**config.mk**
```make
export PLATFORM = sky130hd
export DESIGN_NAME = mu0_alu_reg
export DESIGN_NICKNAME = d
export VERILOG_FILES = /design/src/rtl/mu0_alu_reg.sv
export SDC_FILE = /design/constraint.sdc
export NUM_CORES = 1
export LEC_CHECK = 0
export CAP_MARGIN = 20
export CORE_MARGIN = 1.5
export CORE_UTILIZATION = 48
export CTS_CLUSTER_DIAMETER = 150
export DETAILED_ROUTE_END_ITERATION = 10
export GPL_TIMING_DRIVEN = 0
export PLACE_DENSITY = 0.88
export SYNTH_ARGS = -nofsm -noshare
export SYNTH_HDL_FRONTEND = slang
export SYNTH_SLANG_ARGS = --single-unit
```
**constraint.sdc**
```tcl
create_clock -name Clk -period 1.14 [get_ports Clk]
set_clock_uncertainty 0.1 [all_clocks]
set_input_delay 0.228 -clock Clk [delete_from_list [all_inputs] [get_ports Clk]]
set_output_delay 0.228 -clock Clk [all_outputs]
set_load 0.02 [all_outputs]
```
**src/rtl/mu0_alu_reg.sv**
```systemverilog
// mu0_alu_reg: registered ALU for the MU0 16-bit accumulator datapath.
// Serves both PC increment / address passthrough during fetch and ACC
// arithmetic during execute. One operation per enabled clock edge; result
// and status flags are registered and appear one cycle after the operands.
//
// Ports:
//   Clk   - rising-edge clock
//   Reset - asynchronous active-high reset; clears Q/N/C/V and sets Z
//   En    - load enable; Q and flags update only when high at the edge
//   X     - operand A (ACC or PC)
//   Y     - operand B (memory data or instruction operand)
//   M     - op select: 00 pass Y, 01 X+Y, 10 X+1, 11 X-Y
//   Q     - registered result
//   N,Z   - negative / zero flags of Q
//   C,V   - carry-out / signed overflow of the registered operation
module mu0_alu_reg #(
    parameter int WIDTH = 16
) (
    input  logic             Clk,
    input  logic             Reset,
    input  logic             En,
    input  logic [WIDTH-1:0] X,
    input  logic [WIDTH-1:0] Y,
    input  logic [1:0]       M,
    output logic [WIDTH-1:0] Q,
    output logic             N,
    output logic             Z,
    output logic             C,
    output logic             V
);

    typedef enum logic [1:0] {
        OP_PASS = 2'b00,
        OP_ADD  = 2'b01,
        OP_INC  = 2'b10,
        OP_SUB  = 2'b11
    } op_t;

    logic [WIDTH-1:0] opa;
    logic [WIDTH-1:0] opb;
    logic             cin;
    logic [WIDTH:0]   sum;
    logic [WIDTH-1:0] result;
    logic             carry;
    logic             ovf;

    // Single shared adder; INC and SUB are folded in through the B operand
    // and the carry-in (SUB computes X + ~Y + 1).
    always_comb begin
        opa = X;
        opb = '0;
        cin = 1'b0;
        case (op_t'(M))
            OP_ADD: opb = Y;
            OP_INC: cin = 1'b1;
            OP_SUB: begin
                opb = ~Y;
                cin = 1'b1;
            end
            default: ;
        endcase
    end

    assign sum = {1'b0, opa} + {1'b0, opb} + {{WIDTH{1'b0}}, cin};

    always_comb begin
        if (op_t'(M) == OP_PASS) begin
            result = Y;
            carry  = 1'b0;
            ovf    = 1'b0;
        end else begin
            result = sum[WIDTH-1:0];
            carry  = sum[WIDTH];
            // Overflow: like-signed operands produced a result of the other sign.
            ovf    = (opa[WIDTH-1] == opb[WIDTH-1]) &&
                     (result[WIDTH-1] != opa[WIDTH-1]);
        end
    end

    // N and Z come from the value being captured so they always track Q.
    always_ff @(posedge Clk or posedge Reset) begin
        if (Reset) begin
            Q <= '0;
            N <= 1'b0;
            Z <= 1'b1;
            C <= 1'b0;
            V <= 1'b0;
        end else if (En) begin
            Q <= result;
            N <= result[WIDTH-1];
            Z <= (result == '0);
            C <= carry;
            V <= ovf;
        end
    end

endmodule

```
==> flow_summary_export.csv <==
group,metric,value,unit
outcome,status,"finished, violations left",
outcome,violations,"setup timing",
floorplan,dieArea,0.00447,mm²
clocking,cts_tree,"built",
drt,drtPass1Iterations,4,
floorplan,core-area,0.00397,mm²
logic_synthesis,ys_seq_area_share,24.3,%
setup_path,slowest_delay,0.35,ns
finish,layoutNonFillerInstCount,370,
logic_synthesis,syn-num-nets,289,
drt,dr_total_vias,2217,
clocking,root_buffer,"clkbuf_8",
clocking,cts-buffers-inserted,3,
setup_path,critPathMostFrequentCell,"fa_2",
min_path,holdCritPathClass,"in2reg",
timing,drv_slew,0,
logic_synthesis,async_reset_ff_share,100,%
power,ir_drop,0.740,mV
place,dpl.cell_count,340,
drt,wl,7.19,mm
setup_path,critPathKind,"in2reg",
finish,finalNetCount,375,
logic_synthesis,syn_area,0.00196,mm²
logic_synthesis,synth_cells,235,
global_route,grt_overflow,0,
power,p_leak,1.42,nW
logic_synthesis,avgSynthCellArea,8.33,µm²
drt,drc,0,
logic_synthesis,synth.most_common_cell,"xor2_1",
logic_synthesis,synth_top_area_share,23.0,%
floorplan,die_w,66.9,µm
clocking,clk-insertion-delay-late,0.26,ns
timing,period_needed,2.83,ns
setup_path,cp_data_required_time,1.24,ns
setup_path,cp.arrival,2.93,ns
timing,hold_viol_final,0,
logic_synthesis,yosysWarnings,0,
timing,period_share,249,%
clocking,h-tree-depth,1,
logic_synthesis,synth_seq_cells,19,
setup_path,start_kind,"primary input",
clocking,clock-sinks,19,
drt,post_drt_wl_per_cell,19.4,µm
setup_path,ff2ff_setup_slack,0.13,ns
place,gp_congestion,0.884,
logic_synthesis,synth-edff-count,0,
run,cap_violations,0,
finish,drive_above_1_share,42.2,%
drt,first_iter_violations,183,
global_route,grt_max_degree,20,
clocking,clk_path_buf_depth,2,
logic_synthesis,ys.flop_type,"dfrtp_1",
timing,grt_setup_unrepaired,"yes",
timing,setup_viol,26,
finish,area_growth,67.8,%
power,power_density,1090,mW/mm²
floorplan,start_util,49.3,%
logic_synthesis,synth.area.top_cells,"dfrtp_1 (23%), xor2_1 (9.8%), ha_1 (9.6%)",
setup_path,timing.critical_path.buf_inv,3,
global_route,first_global_vias,2098,
finish,num_antenna_cells,0,
logic_synthesis,synth_area_leader_cell,"dfrtp_1",
drt,ant_nets,0,
setup_path,endpoint_kind,"register",
setup_path,crit_path_top_delay_cell,"fa_2",
timing,max_slew_margin,49.0,%
logic_synthesis,synth_commonest_cells,"xor2_1 (22), a21oi_1 (20), nand2_1 (19)",
drt,vias_per_cell,5.99,
floorplan,die_h,66.9,µm
global_route,antenna_found_initial,0,
timing,tightest_slew,0.764,ns
timing,fmax,353,MHz
floorplan,rows,23,
setup_path,crit_chain,"clkbuf_16 > xor2_1 > and2_1 > fa_2 > inv_2 > fa_2 > nor2b_4 > o31a_1 > o211a_1 > buf_6 > o311ai_4 > xnor2_2 > mux2i_2 > nand4_1 > o22ai_2",
place,portBuffers,55,
clocking,clk_pin_slew_worst_paths,0.08,ns
global_route,track_usage,27.2,%
timing,final.setup.worst_slack,-1.69,ns
floorplan,pin_count,57,
place,place.detailed.hpwl,4.18,mm
setup_path,critPathMaxFanout,5,
global_route,grt_pass1_wl,9.30,mm
setup_path,crit_family,"compound AO/OA/AOI/OAI gates",
logic_synthesis,synth.distinct_cells,47,
clocking,cts_hold_buf,0,
power,p_total,3.60,mW
-- repair_timing --
action | in CTS | in global routing
resized for setup | 162 | 68
setup buffers | 10 | 16
setup endpoints to repair | 39 | 37
pin swaps | 30 | 28
-- where the power goes --
part	total [mW]	switching (mW)	internal [mW]
clock	0.495	0.246	0.249
combinational	2.19	1.09	1.10
sequential	0.909	0.105	0.804
total	3.60	1.44	2.16
-- sequential cells by signal (all words and copies together) (netlist names) --
name and cells:
C 1, Q 16, V 1, Z 1
-- layout by cell type, fill, tap and decap left out, types with 4 or more instances in the layout --
cell type	netlist	layout
buf_6	0	23
buf_4	1	25
inv_1	10	9
nand2_1	19	19
o21ai_1	6	4
o21a_1	4	4
clkbuf_4	0	4
mux2_2	6	4
and2_4	0	8
o21ai_0	12	5
nor2_1	17	15
clkdlybuf4s50_1	0	20
ha_4	0	11
and2_1	18	10
xor2_1	22	22
a21oi_1	20	8
o21ai_2	0	8
dfrtp_1	18	18
a21oi_2	0	11
dlygate4sd2_1	0	10
o211ai_1	4	4
mux2i_1	6	5
-- worst reg2reg max path: cells and delay by family, from the launching register on --
kind | cells | cell delay, ns
buffers and inverters | 1 | 0.14
DFF | 1 | 0.39
muxes | 1 | 0.26
-- layer usage --
metal  up-vias  track usage [%]  wire, µm
li1       1003                -         -
met1      1051             29.7      2610
met2       131             52.4      3720
met3        32             4.39       559
met4         0             9.44       306
met5         -                0         0
-- worst paths after layout --
path,startpoint,to,cells past startpoint
min reg2reg,Z,Z,2
max,M[1],Z,15
max reg2reg,V,V,2
min in group asynchronous,Reset,V,2
min,Y[0],Q[0],3
max in group asynchronous,Reset,Q[6],2
-- final cells by class --
type / count / area [µm²]
multi-input cells: 195 / 1800
repair buffers: 81 / 754
fillers: 219 / 686
flip-flops and latches: 19 / 477
plain buffers: 11 / 113
well taps: 50 / 62.6
clock buffers: 4 / 45.0
inverters: 10 / 37.5
-- per-stage QoR --
step / util, % / hold slack (ns) / cell area, µm² / setup slack, ns / setup TNS (ns)
2_1_floorplan: - / 0.0784 / 2050 / -1.84 / -24.09
3_3_place_gp: 67.1 / 0.382 / 2670 / -2.50 / -40.57
3_5_place_dp: 67.1 / 0.382 / 2670 / -2.54 / -42.41
4_1_cts: 73.2 / 0.140 / 2910 / -1.67 / -22.00
5_1_grt: 82.7 / 0.170 / 3290 / -1.75 / -24.14
6_report: 82.7 / 0.161 / 3290 / -1.69 / -23.06
-- kinds of logic after synthesis --
logic type,share of synthesized area [%]
simple gates,18.2
compound gates,22.9
xor+xnor,12.1
buf+inv,4.28
flops,24.3
fa+ha+maj,11.6
mux,6.52
Note: power is estimated with default switching activity, not from simulation.
